$ cat config.mk
export PLATFORM = sky130hd
export DESIGN_NAME = spi_byte_slave
export DESIGN_NICKNAME = d
export VERILOG_FILES = /design/src/rtl/spi_byte_slave_pkg.sv /design/src/rtl/spi_byte_slave_sync.sv /design/src/rtl/spi_byte_slave.sv
export SDC_FILE = /design/constraint.sdc
export NUM_CORES = 1
export LEC_CHECK = 0
export ABC_AREA = 1
export BUFFER_PORTS_ARGS = -buffer_cell sky130_fd_sc_hd__buf_2
export CAP_MARGIN = 20
export CORE_MARGIN = 1
export CORE_UTILIZATION = 50
export DETAILED_ROUTE_END_ITERATION = 8
export PLACE_DENSITY = 0.74
export SETUP_SLACK_MARGIN = 0.4
export SKIP_CTS_REPAIR_TIMING = 1
export SLEW_MARGIN = 20
export SYNTH_ARGS = -nofsm -noshare
export SYNTH_HDL_FRONTEND = slang
export SYNTH_SLANG_ARGS = --single-unit
$ cat constraint.sdc
create_clock -name clk -period 1.4 [get_ports clk]
set_clock_uncertainty 0.2 [all_clocks]
set_input_delay 0.14 -clock clk [delete_from_list [all_inputs] [get_ports clk]]
set_output_delay 0.14 -clock clk [all_outputs]
set_load 0.02 [all_outputs]
$ cat src/rtl/spi_byte_slave_pkg.sv
// Shared types and constants for the SPI byte slave front end.
package spi_byte_slave_pkg;

  localparam int SPI_BYTE_BITS = 8;
  localparam int SPI_CNT_W     = 3;

  typedef enum logic {
    SPI_IDLE   = 1'b0,
    SPI_ACTIVE = 1'b1
  } spi_slave_state_t;

endpackage

$ cat src/rtl/spi_byte_slave_sync.sv
// Multi-flop single-bit synchroniser with a configurable reset level.
module comms_sync #(
  parameter int   STAGES  = 2,
  parameter logic RST_VAL = 1'b0
) (
  input  logic clk,
  input  logic rst_n,
  input  logic d,
  output logic q
);

  logic [STAGES-1:0] sync_r;

  // Shift chain; reset to the idle pin level so no false edge is seen.
  always_ff @(posedge clk or negedge rst_n) begin
    if (!rst_n) begin
      sync_r <= {STAGES{RST_VAL}};
    end else begin
      sync_r <= {sync_r[STAGES-2:0], d};
    end
  end

  assign q = sync_r[STAGES-1];

endmodule

$ cat src/rtl/spi_byte_slave.sv
// SPI mode-0 slave: synchronises the pins, assembles MOSI bytes and
// serialises the handler's transmit byte onto MISO, MSB first.
module spi_byte_slave
  import spi_byte_slave_pkg::*;
#(
  parameter int   SYNC_STAGES = 2,
  parameter logic IDLE_MISO   = 1'b0
) (
  input  logic                     clk,
  input  logic                     rst_n,
  input  logic                     spi_sclk,
  input  logic                     spi_cs_n,
  input  logic                     spi_mosi,
  output logic                     spi_miso,
  output logic                     spi_miso_oe,
  output logic                     spi_rx_valid,
  output logic [SPI_BYTE_BITS-1:0] spi_rx_byte,
  input  logic [SPI_BYTE_BITS-1:0] spi_tx_byte,
  output logic                     spi_frame_active,
  output logic                     spi_frame_error
);

  localparam int SETTLE_W = $clog2(SYNC_STAGES + 1);

  logic sclk_s, cs_n_s, mosi_s;
  logic sclk_d_r;
  logic rise_s, fall_s;

  logic [SETTLE_W-1:0] settle_r;
  logic                settled_s;
  logic                armed_r;

  spi_slave_state_t         state_r, state_nx;
  logic [SPI_CNT_W-1:0]     cnt_r, cnt_nx;
  logic [SPI_BYTE_BITS-1:0] rx_sh_r, rx_sh_nx;
  logic [SPI_BYTE_BITS-1:0] tx_sh_r, tx_sh_nx;
  logic [SPI_BYTE_BITS-1:0] rx_byte_r, rx_byte_nx;
  logic                     miso_r, miso_nx;
  logic                     oe_r, oe_nx;
  logic                     rx_valid_r, rx_valid_nx;
  logic                     err_r, err_nx;

  comms_sync #(.STAGES(SYNC_STAGES), .RST_VAL(1'b0)) u_sync_sclk (
    .clk(clk), .rst_n(rst_n), .d(spi_sclk), .q(sclk_s)
  );
  comms_sync #(.STAGES(SYNC_STAGES), .RST_VAL(1'b1)) u_sync_cs_n (
    .clk(clk), .rst_n(rst_n), .d(spi_cs_n), .q(cs_n_s)
  );
  comms_sync #(.STAGES(SYNC_STAGES), .RST_VAL(1'b0)) u_sync_mosi (
    .clk(clk), .rst_n(rst_n), .d(spi_mosi), .q(mosi_s)
  );

  // Delayed synchronised SCLK for one-cycle edge strobes.
  always_ff @(posedge clk or negedge rst_n) begin
    if (!rst_n) begin
      sclk_d_r <= 1'b0;
    end else begin
      sclk_d_r <= sclk_s;
    end
  end

  assign rise_s = sclk_s & ~sclk_d_r;
  assign fall_s = ~sclk_s & sclk_d_r;

  // The synchroniser reset level is not a real observation of the pin, so
  // the FSM is armed only after a genuine high cs_n has passed through it.
  // This keeps a CS held low across reset from resuming a partial frame.
  assign settled_s = (settle_r == SETTLE_W'(SYNC_STAGES));

  // Settle counter and arming flag.
  always_ff @(posedge clk or negedge rst_n) begin
    if (!rst_n) begin
      settle_r <= '0;
      armed_r  <= 1'b0;
    end else begin
      if (!settled_s) begin
        settle_r <= settle_r + SETTLE_W'(1);
      end
      if (settled_s && cs_n_s) begin
        armed_r <= 1'b1;
      end
    end
  end

  // Next-state and datapath updates for the frame FSM.
  always_comb begin
    state_nx    = state_r;
    cnt_nx      = cnt_r;
    rx_sh_nx    = rx_sh_r;
    tx_sh_nx    = tx_sh_r;
    rx_byte_nx  = rx_byte_r;
    miso_nx     = miso_r;
    oe_nx       = oe_r;
    rx_valid_nx = 1'b0;
    err_nx      = 1'b0;
    case (state_r)
      SPI_IDLE: begin
        if (armed_r && !cs_n_s) begin
          state_nx = SPI_ACTIVE;
          cnt_nx   = '0;
          tx_sh_nx = spi_tx_byte;
          miso_nx  = spi_tx_byte[SPI_BYTE_BITS-1];
          oe_nx    = 1'b1;
        end else begin
          miso_nx  = IDLE_MISO;
          oe_nx    = 1'b0;
        end
      end
      SPI_ACTIVE: begin
        if (cs_n_s) begin
          state_nx = SPI_IDLE;
          miso_nx  = IDLE_MISO;
          oe_nx    = 1'b0;
          err_nx   = (cnt_r != '0);
          cnt_nx   = '0;
        end else if (rise_s) begin
          rx_sh_nx = {rx_sh_r[SPI_BYTE_BITS-2:0], mosi_s};
          cnt_nx   = cnt_r + SPI_CNT_W'(1);
          if (cnt_r == SPI_CNT_W'(SPI_BYTE_BITS - 1)) begin
            rx_byte_nx  = {rx_sh_r[SPI_BYTE_BITS-2:0], mosi_s};
            rx_valid_nx = 1'b1;
          end else begin
            rx_valid_nx = 1'b0;
          end
        end else if (fall_s) begin
          // Counter at 0 on a fall marks the byte boundary: fetch a new byte.
          if (cnt_r == '0) begin
            tx_sh_nx = spi_tx_byte;
            miso_nx  = spi_tx_byte[SPI_BYTE_BITS-1];
          end else begin
            tx_sh_nx = {tx_sh_r[SPI_BYTE_BITS-2:0], 1'b0};
            miso_nx  = tx_sh_r[SPI_BYTE_BITS-2];
          end
        end else begin
          state_nx = SPI_ACTIVE;
        end
      end
      default: begin
        state_nx = SPI_IDLE;
        miso_nx  = IDLE_MISO;
        oe_nx    = 1'b0;
        cnt_nx   = '0;
      end
    endcase
  end

  // Frame FSM state and registered outputs.
  always_ff @(posedge clk or negedge rst_n) begin
    if (!rst_n) begin
      state_r    <= SPI_IDLE;
      cnt_r      <= '0;
      rx_sh_r    <= '0;
      tx_sh_r    <= '0;
      rx_byte_r  <= '0;
      miso_r     <= IDLE_MISO;
      oe_r       <= 1'b0;
      rx_valid_r <= 1'b0;
      err_r      <= 1'b0;
    end else begin
      state_r    <= state_nx;
      cnt_r      <= cnt_nx;
      rx_sh_r    <= rx_sh_nx;
      tx_sh_r    <= tx_sh_nx;
      rx_byte_r  <= rx_byte_nx;
      miso_r     <= miso_nx;
      oe_r       <= oe_nx;
      rx_valid_r <= rx_valid_nx;
      err_r      <= err_nx;
    end
  end

  assign spi_miso         = miso_r;
  assign spi_miso_oe      = oe_r;
  assign spi_rx_valid     = rx_valid_r;
  assign spi_rx_byte      = rx_byte_r;
  assign spi_frame_active = (state_r == SPI_ACTIVE);
  assign spi_frame_error  = err_r;

endmodule

==> results.json, run 1 <==
{
  "cp-startpoint": "u_sync_cs_n.sync_r[1]",
  "seqPwrFrac_pct": 56.8,
  "combPwrFrac_pct": 17.2,
  "gpl.final_weighted_congestion": 0.897,
  "swShare_pct": 29.4,
  "hold_class": "input port to asynchronous set/reset pin",
  "grt_pass1_vias": 1221,
  "cp-end-kind": "register",
  "min_period_ns": 1.44,
  "initialDrtViolationCount": 133,
  "antenna_cells": 0,
  "core_area_mm2": 0.00313,
  "ys.warnings.count": 0,
  "critPathArrivalTime_ns": 1.51,
  "crit_path_start_kind": "register",
  "clkTransAtPathRegs_ns": 0.12,
  "firstDrtPassIters": 4,
  "critPathCapture": "cnt_r[0]",
  "routed_wl_um": 4110,
  "fin_area_mm2": 0.00242,
  "clkSinkCount": 40,
  "criticalPathCategory": "register to register",
  "row_count": 20,
  "avgSynthCellArea_um2": 9.33,
  "antenna_left": 0,
  "nets": 258,
  "grt_overflow_total": 0,
  "reg2reg_slack_ns": -0.04,
  "r2r-start": "u_sync_cs_n.sync_r[1]",
  "syn_to_final_growth_pct": 43.1,
  "die_w_um": 60.1,
  "antenna_found_initial": 0,
  "setup_violations": 5,
  "drive_above_1_share_pct": 35.5,
  "period_share_pct": 103,
  "holdWs_ns": 0.0212,
  "syn-num-nets": 198,
  "num_vias": 1503,
  "cts_tree": "yes",
  "cpMostUsedCell": "nand2_1",
  "clock-root-buffer": "clkbuf_4",
  "synth_cells": 181,
  "finalHoldViolations": 0,
  "failed_checks": "negative setup slack",
  "synth_area_mm2": 0.00169,
  "dp.cells": 252,
  "layout_setup_ws_ns": -0.0389,
  "dieArea_mm2": 0.00361,
  "maxSlewViolCount": 0,
  "required_ns": 1.47,
  "fin_util_pct": 77.2,
  "ios": 26,
  "wl_per_cell_um": 14.4,
  "initial_core_util_pct": 54.0,
  "timing.slew.headroom_pct": 74.1,
  "path_cells": "inv_6 -> nand2_1 -> nand2_1 -> o21ai_2 -> nand2_1 -> o21ai_1",
  "fin_tns_setup_ns": -0.105,
  "ir_drop_mv": 0.692,
  "p_int_mw": 1.68,
  "ys_seq_area_share_pct": 59.5,
  "dp_hpwl_um": 2310,
  "pwr-share-clk_pct": 26.0,
  "cts_buffers": 5,
  "power_density_mw_per_mm2": 987,
  "place_ws_ns": -0.0172,
  "via_per_inst": 5.26,
  "h-tree-depth": 2,
  "dpl-instance-area_mm2": 0.00195,
  "rr_worst_depth": 6,
  "die_y_um": 60.1,
  "critPathMaxStageDelay_ns": 0.62,
  "fin_cells": 286,
  "rsz0062_at_grt": "yes",
  "ys_ff_latch": 40,
  "tightestPinTransition_ns": 0.389,
  "nFillCells": 190,
  "clockBufferDepth": 2,
  "cap_violations": 0,
  "cpMaxStageDelayCell": "dfstp_2",
  "leakage_nw": 1.23,
  "grt_usage_pct": 20.2,
  "insertion_delay_ns": 0.35,
  "worstReg2RegEnd": "cnt_r[0]",
  "ys_types": 19,
  "grt_max_degree": 27,
  "drc": 0,
  "grt_first_pass_wirelength_um": 5260,
  "power_mw": 2.38,
  "p_sw_mw": 0.701,
  "path_max_fanout": 6,
  "io_buffers": 25,
  "status": "complete, but fails checks",
  "fmax_mhz": 695
}
==> area by class of cell <==
class                   count  area (um2)  share of cell area, %
clock buffers               6        51.3                   2.12
clock inverters             2        10.0                  0.414
inverters                  12        57.6                   2.38
multi-input cells         129         766                   31.7
flip-flops and latches     40        1000                   41.6
well taps                  44        55.1                   2.28
repair buffers             53         472                   19.5
==> placed cells by master, fill, tap and decap left out, types with 2 or more instances in the layout <==
cell type      count
clkinv_2           2
o21ai_2            2
buf_6             17
inv_6              2
nand2_8            4
nand2_4            3
nand2_1           64
buf_2             12
nor2_1             4
ha_4               2
dfrtp_1           37
clkbuf_4           5
o21ai_1           11
buf_4             12
dlygate4sd3_1     11
nor2_4             4
ha_2               2
inv_1              7
dfstp_2            2
nand2_2            8
nand3_1           18
inv_2              2
==> power groups by stage <==
stage	clock network (mW)	registers (mW)	logic, mW
2_1_floorplan	0	1.35	0.184
3_3_place_gp	0	1.36	0.273
3_5_place_dp	0	1.36	0.285
4_1_cts	0.636	1.34	0.288
5_1_grt	0.671	1.36	0.451
6_report	0.619	1.35	0.411
==> critical path: cells and delay by family (launching register included) <==
kind            cells  cell delay (ns)
flops               1             0.62
simple gates        3             0.28
compound gates      2             0.18
buf+inv             1             0.09
==> how the worst min path moves through the flow <==
| stage | from | endpoint | slack [ns] | depth (start not counted) |
|---|---|---|---|---|
| 6_report | rst_n | spi_miso_oe | 0.02 | 2 |
| 2_1_floorplan | rst_n | armed_r | -0.36 | 0 |
| 5_1_grt | rst_n | tx_sh_r[2] | 0.03 | 2 |
| 4_1_cts | rst_n | spi_miso | -0.52 | 1 |
| 3_3_place_gp | rst_n | armed_r | -0.12 | 1 |
| 3_5_place_dp | rst_n | spi_miso | -0.12 | 1 |
==> registers in the layout, summed over array words and instances, names as in the netlist, 2 cells and up <==
name                count
u_sync_mosi.sync_r      2
tx_sh_r                 7
settle_r                2
u_sync_sclk.sync_r      2
u_sync_cs_n.sync_r      2
spi_rx_byte             8
cnt_r                   3
rx_sh_r                 7
==> per-layer routing <==
layer  vias up  part of all wire (%)  GRT usage, %
li1        702                     -             -
met4         0                   1.7          8.31
met2        69                    50          29.7
met1       722                    43          27.7
met3        10                   5.6          6.06
met5         -                     0             0
==> cell families (layout without fill, tap and decap cells) <==
logic type | after synthesis | after routing | share of synthesized area, %
compound gates | 16 | 16 | 4.89
xor+xnor | 1 | 1 | 0.519
fa+ha+maj | 4 | 4 | 2.97
buf+inv | 16 | 73 | 4.89
flops | 40 | 40 | 59.5
simple gates | 104 | 108 | 27.3
==> Yosys cell counts <==
| library cell | count | area [um2] |
|---|---|---|
| a21o_1 | 1 | 7.51 |
| a21oi_1 | 1 | 5.00 |
| buf_4 | 2 | 15.0 |
| buf_6 | 2 | 22.5 |
| dfrtp_1 | 38 | 951 |
| dfstp_2 | 2 | 52.6 |
| ha_1 | 4 | 50.1 |
| inv_1 | 9 | 33.8 |
| inv_2 | 3 | 11.3 |
| nand2_1 | 71 | 267 |
| nand2_2 | 3 | 18.8 |
| nand2_4 | 2 | 22.5 |
| nand3_1 | 19 | 95.1 |
| nor2_1 | 5 | 18.8 |
| nor2_4 | 3 | 33.8 |
| nor3_1 | 1 | 5.00 |
| o21ai_0 | 12 | 60.1 |
| o21ai_1 | 2 | 10.0 |
| xnor2_1 | 1 | 8.76 |
Note: power is estimated with default switching activity, not from simulation.
==> run 2, diff against run 1 <==
--- a/config.mk
+++ b/config.mk
@@ -8,8 +8,9 @@
 export ABC_AREA = 1
 export BUFFER_PORTS_ARGS = -buffer_cell sky130_fd_sc_hd__buf_2
 export CAP_MARGIN = 20
-export CORE_MARGIN = 1
+export CORE_MARGIN = 1.5
 export CORE_UTILIZATION = 50
+export CTS_CLUSTER_DIAMETER = 30
 export DETAILED_ROUTE_END_ITERATION = 8
 export PLACE_DENSITY = 0.74
 export SETUP_SLACK_MARGIN = 0.4
@@ -17,4 +18,5 @@
 export SLEW_MARGIN = 20
 export SYNTH_ARGS = -nofsm -noshare
 export SYNTH_HDL_FRONTEND = slang
+export SYNTH_HIERARCHICAL = 1
 export SYNTH_SLANG_ARGS = --single-unit
==> run 2 against run 1 <==
Power shrank 2.1%. First-iteration DRC count down 55%. Largest power group unchanged. Worst hold slack worse by 0.11 ns. Maximum frequency rose by 0.99%. The run ends with negative hold slack, negative setup slack left. Final area increased by 5.9%. Die area grew 5.5%.
==> results.json, run 2 <==
{
  "firstDrtPassIters": 4,
  "required_ns": 1.45,
  "criticalPathCategory": "register to register",
  "yosysTopAreaCellShare_pct": 55.2,
  "clkTransAtPathRegs_ns": 0.11,
  "clockBufferDepth": 2,
  "syn_to_final_growth_pct": 48.4,
  "fin_util_pct": 77.3,
  "failed_checks": "negative hold slack, negative setup slack",
  "combPwrFrac_pct": 18.3,
  "pwr-share-clk_pct": 23.5,
  "grt_overflow_total": 0,
  "largest_reg_flops": 8,
  "hold_class": "input port to register",
  "final_common_cell": "nand2_1",
  "async_flop_share_pct": 100,
  "rsz0062_at_grt": "yes",
  "dp_hpwl_um": 2070,
  "holdWs_ns": -0.0846,
  "grt_max_degree": 26,
  "routed_wl_um": 3550,
  "layout.cells.most_common_list": "nand2_1 (51), dfrtp_1 (37), inv_1 (22)",
  "dieArea_mm2": 0.00381,
  "synth_area_leader_cell": "dfrtp_1",
  "ys.warnings.count": 6,
  "wl_per_cell_um": 12.0,
  "h-tree-depth": 2,
  "gpl.final_weighted_congestion": 0.783,
  "die_y_um": 61.7,
  "maxSlewViolCount": 0,
  "nFillCells": 236,
  "ys_seq_area_share_pct": 58.2,
  "leakage_nw": 1.30,
  "seqPwrFrac_pct": 58.2,
  "finalHoldViolations": 2,
  "initialDrtViolationCount": 60,
  "min_period_ns": 1.42,
  "layout_setup_ws_ns": -0.0248,
  "path_max_fanout": 10,
  "synthTopCellsByCount": "nand2_1 (61), dfrtp_1 (38), inv_1 (27)",
  "drc": 0,
  "antenna_cells": 0,
  "ios": 26,
  "fin_tns_setup_ns": -0.0248,
  "drive_above_1_share_pct": 40.6,
  "cts_tree": "yes",
  "nets": 267,
  "num_vias": 1434,
  "grt_pass1_vias": 1119,
  "grt_usage_pct": 17.1,
  "synth_cells": 187,
  "synthFlopType": "dfrtp_1",
  "tightestPinTransition_ns": 0.363,
  "synth_area_mm2": 0.00172,
  "avgSynthCellArea_um2": 9.22,
  "antenna_left": 0,
  "reg2reg_slack_ns": -0.02,
  "cap_violations": 0,
  "insertion_delay_ns": 0.35,
  "synth_area_leaders": "dfrtp_1 (55%), nand2_1 (13%), inv_1 (5.9%), nand3_1 (4.1%), o21ai_0 (3.2%)",
  "p_int_mw": 1.67,
  "row_count": 21,
  "fmax_mhz": 702,
  "die_w_um": 61.7,
  "synth_edf_count": 0,
  "clock-root-buffer": "clkbuf_4",
  "io_buffers": 25,
  "antenna_found_initial": 0,
  "timing.slew.headroom_pct": 75.8,
  "core_area_mm2": 0.00331,
  "syn-num-nets": 204,
  "grt_first_pass_wirelength_um": 4670,
  "initial_core_util_pct": 52.1,
  "setup_violations": 1,
  "yosysMostFrequentCell": "nand2_1",
  "swShare_pct": 28.6,
  "cp-end-kind": "register",
  "ys_types": 21,
  "via_per_inst": 4.83,
  "critPathArrivalTime_ns": 1.47,
  "ys_ff_latch": 40,
  "crit_path_start_kind": "register",
  "ir_drop_mv": 0.599,
  "cts_buffers": 5,
  "clkSinkCount": 40,
  "p_sw_mw": 0.668,
  "power_density_mw_per_mm2": 912,
  "period_share_pct": 102,
  "status": "complete, but fails checks"
}
run 2: path summary, 6_finish.rpt:
| path | cells past startpoint | from | endpoint |
|---|---|---|---|
| max | 6 | u_sync_sclk/sync_r[1] | spi_rx_byte[2] |
| min | 5 | spi_tx_byte[2] | tx_sh_r[2] |
| max reg2reg | 6 | u_sync_sclk/sync_r[1] | spi_rx_byte[2] |
| min reg2reg | 0 | u_sync_mosi/sync_r[0] | u_sync_mosi/sync_r[1] |
| max in group asynchronous | 3 | rst_n | tx_sh_r[2] |
| min in group asynchronous | 2 | rst_n | u_sync_mosi/sync_r[1] |
run 2: through the flow:
step	total power, mW	cell area (um2)	worst slack (ns)	instances	hold WS [ns]
5_1_grt	2.46	2560	-0.0768	297	-0.0286
3_3_place_gp	1.63	2000	0.00581	261	-0.127
4_1_cts	2.18	2050	-0.0303	269	-0.502
6_report	2.33	2560	-0.0248	297	-0.0846
3_5_place_dp	1.64	2000	-0.00919	261	-0.126
2_1_floorplan	1.53	1780	0.0695	187	-0.356
run 2: cell families (layout without fill, tap and decap cells):
family | after synthesis | in the layout | synth area share (%)
XOR/XNOR | 1 | 1 | 0.508
AO/OA/AOI/OAI | 20 | 20 | 7.26
adder cells (fa/ha/maj) | 4 | 4 | 2.90
AND/OR/NAND/NOR | 91 | 94 | 23.4
buffers and inverters | 31 | 92 | 7.76
flip-flops | 40 | 40 | 58.2
run 2: critical path, cell delays in order (launching register included):
cell     delay (ns)
dfrtp_1        0.42
inv_2          0.06
nor2_4         0.18
buf_12         0.14
nand2_8        0.07
o21ai_0        0.20
nand2_1        0.07
run 2: area by class of cell:
cell class / instances / area (um2) / area share, %
flip-flops and latches: 40 / 1000 / 39.3
multi-input cells: 119 / 803 / 31.4
repair buffers: 55 / 519 / 20.3
inverters: 29 / 124 / 4.84
well taps: 46 / 57.6 / 2.25
clock buffers: 7 / 45.0 / 1.76
clock inverters: 1 / 5.00 / 0.196
run 2: power groups by stage:
stage	Combinational (mW)	Sequential, mW	Clock, mW
floorplan	0.184	1.35	0
global route	0.473	1.37	0.617
CTS	0.286	1.33	0.564
global placement	0.278	1.35	0
finish	0.427	1.36	0.549
detailed placement	0.286	1.35	0
run 2: layer usage:
| metal | up-vias | global-route usage, % | wire length (um) |
|---|---|---|---|
| met1 | 689 | 21.4 | 1440 |
| li1 | 710 | - | - |
| met4 | 0 | 9.12 | 45 |
| met2 | 29 | 27.8 | 1930 |
| met5 | - | 0 | 0 |
| met3 | 6 | 3.73 | 128 |
==> run 3, diff against run 2 <==
--- a/config.mk
+++ b/config.mk
@@ -13,7 +13,7 @@
 export CTS_CLUSTER_DIAMETER = 30
 export DETAILED_ROUTE_END_ITERATION = 8
 export PLACE_DENSITY = 0.74
-export SETUP_SLACK_MARGIN = 0.4
+export SETUP_SLACK_MARGIN = 0.2
 export SKIP_CTS_REPAIR_TIMING = 1
 export SLEW_MARGIN = 20
 export SYNTH_ARGS = -nofsm -noshare
==> run 3 against run 2 <==
The run ends with negative setup slack left. Critical path type unchanged. Final area is 0.29% lower. First-iteration DRC count is 35% higher. Count of clock-buffer cells in the layout is 1 lower. Clock power is 2% higher. Via count is 2.2% higher. Power is 0.12% higher. Sequential cell count stayed put. Non-clock buffer count is 4 higher. Sequential share of layout area is 0.12 points higher.
==> results.json, run 3 (same netlist as run 2, synthesis figures left out) <==
{
  "finalHoldViolations": 0,
  "setup_violations": 11,
  "final_common_cell": "nand2_1",
  "firstDrtPassIters": 4,
  "grt_max_degree": 18,
  "die_w_um": 61.7,
  "initial_core_util_pct": 52.1,
  "ir_drop_mv": 0.623,
  "io_buffers": 25,
  "tightestPinTransition_ns": 0.382,
  "failed_checks": "negative setup slack",
  "via_per_inst": 4.85,
  "grt_usage_pct": 19.1,
  "h-tree-depth": 2,
  "insertion_delay_ns": 0.35,
  "cp-end-kind": "register",
  "grt_pass1_vias": 1144,
  "syn_to_final_growth_pct": 48.0,
  "antenna_found_initial": 0,
  "cts_buffers": 5,
  "nets": 272,
  "gpl.final_weighted_congestion": 0.768,
  "ios": 26,
  "routed_wl_um": 3800,
  "grt_first_pass_wirelength_um": 5110,
  "initialDrtViolationCount": 81,
  "period_share_pct": 103,
  "crit_path_start_kind": "register",
  "hold_class": "input port to asynchronous set/reset pin",
  "rsz0062_at_grt": "yes",
  "dp_hpwl_um": 2290,
  "critPathArrivalTime_ns": 1.52,
  "cts_tree": "yes",
  "fin_cells": 302,
  "layout_setup_ws_ns": -0.0431,
  "row_count": 21,
  "clkSinkCount": 40,
  "maxSlewViolCount": 0,
  "grt_overflow_total": 0,
  "clkTransAtPathRegs_ns": 0.13,
  "fmax_mhz": 693,
  "cap_violations": 0,
  "core_area_mm2": 0.00331,
  "antenna_cells": 0,
  "die_y_um": 61.7,
  "drc": 0,
  "status": "complete, but fails checks",
  "leakage_nw": 1.31,
  "required_ns": 1.48,
  "criticalPathCategory": "register to register",
  "dieArea_mm2": 0.00381,
  "num_vias": 1466,
  "antenna_left": 0,
  "fin_tns_setup_ns": -0.217,
  "dp.cells": 262,
  "clock-root-buffer": "clkbuf_4",
  "layout.cells.most_common_list": "nand2_1 (53), dfrtp_1 (37), inv_1 (23)",
  "path_max_fanout": 10,
  "largest_reg_flops": 8,
  "wl_per_cell_um": 12.6,
  "min_period_ns": 1.44,
  "clockBufferDepth": 2,
  "drive_above_1_share_pct": 39.8,
  "power_density_mw_per_mm2": 916,
  "timing.slew.headroom_pct": 74.5
}
[run 3: changes by cell type in the layout (fill, tap and decap cells not counted), moves of 3 or more]
cell,delta
o21ai_0,+4
nand2_4,-3
o21ai_1,-3
buf_6,-3
buf_4,+3
dlygate4sd3_1,+3
[run 3: cell type report]
type / instances / area (um2)
clock buffers: 6 / 41.3
clock inverters: 2 / 12.5
fillers: 223 / 759
inverters: 29 / 126
multi-input cells: 119 / 757
flip-flops and latches: 40 / 1000
well taps: 46 / 57.6
repair buffers: 59 / 543
repair inverters: 1 / 8.76
[run 3: final timing paths]
check                                      startpoint                    end  slack (ns)  depth (start not counted)
worst max register to register               cnt_r[0]         spi_rx_byte[7]       -0.04                          6
max in group asynchronous                       rst_n         spi_rx_byte[4]        0.51                          3
worst min-delay path                            rst_n             rx_sh_r[1]        0.02                          2
min in group clk                u_sync_mosi/sync_r[0]  u_sync_mosi/sync_r[1]        0.16                          0
worst max-delay path                         cnt_r[0]         spi_rx_byte[7]       -0.04                          6
worst min register to register  u_sync_mosi/sync_r[0]  u_sync_mosi/sync_r[1]        0.16                          0
[run 3: worst max-delay path: stages (launching register included)]
cell     delay [ns]
dfrtp_1        0.43
ha_2           0.21
ha_4           0.15
nand2_8        0.07
nor2_4         0.15
nand2_1        0.08
nand2_1        0.07
[run 3: per-layer routing]
metal | up-vias | part of all wire, % | track usage, %
met5 | - | 0 | 0
met4 | 0 | 2.5 | 6.38
met3 | 12 | 4.4 | 6.83
met2 | 46 | 52 | 31.1
met1 | 691 | 41 | 23.7
li1 | 717 | - | -
[run 3: through the flow]
stage                     hold WS [ns]  instance area, um2  setup slack [ns]  power (mW)  utilization [%]
final                           0.0225                2550           -0.0431        2.34             77.1
after global routing            0.0411                2550            -0.127        2.48             77.1
after CTS                       -0.515                2050           -0.0800        2.21             61.8
after detailed placement        -0.116                1990           -0.0393        1.65             60.2
after global placement          -0.113                1990           -0.0107        1.64             60.2
after floorplan                 -0.356                1760            0.0695        1.53                -
[run 3: report_power, final]
group          switching, mW  internal [mW]
combinational          0.221          0.203
sequential            0.0913           1.26
clock                  0.366          0.194
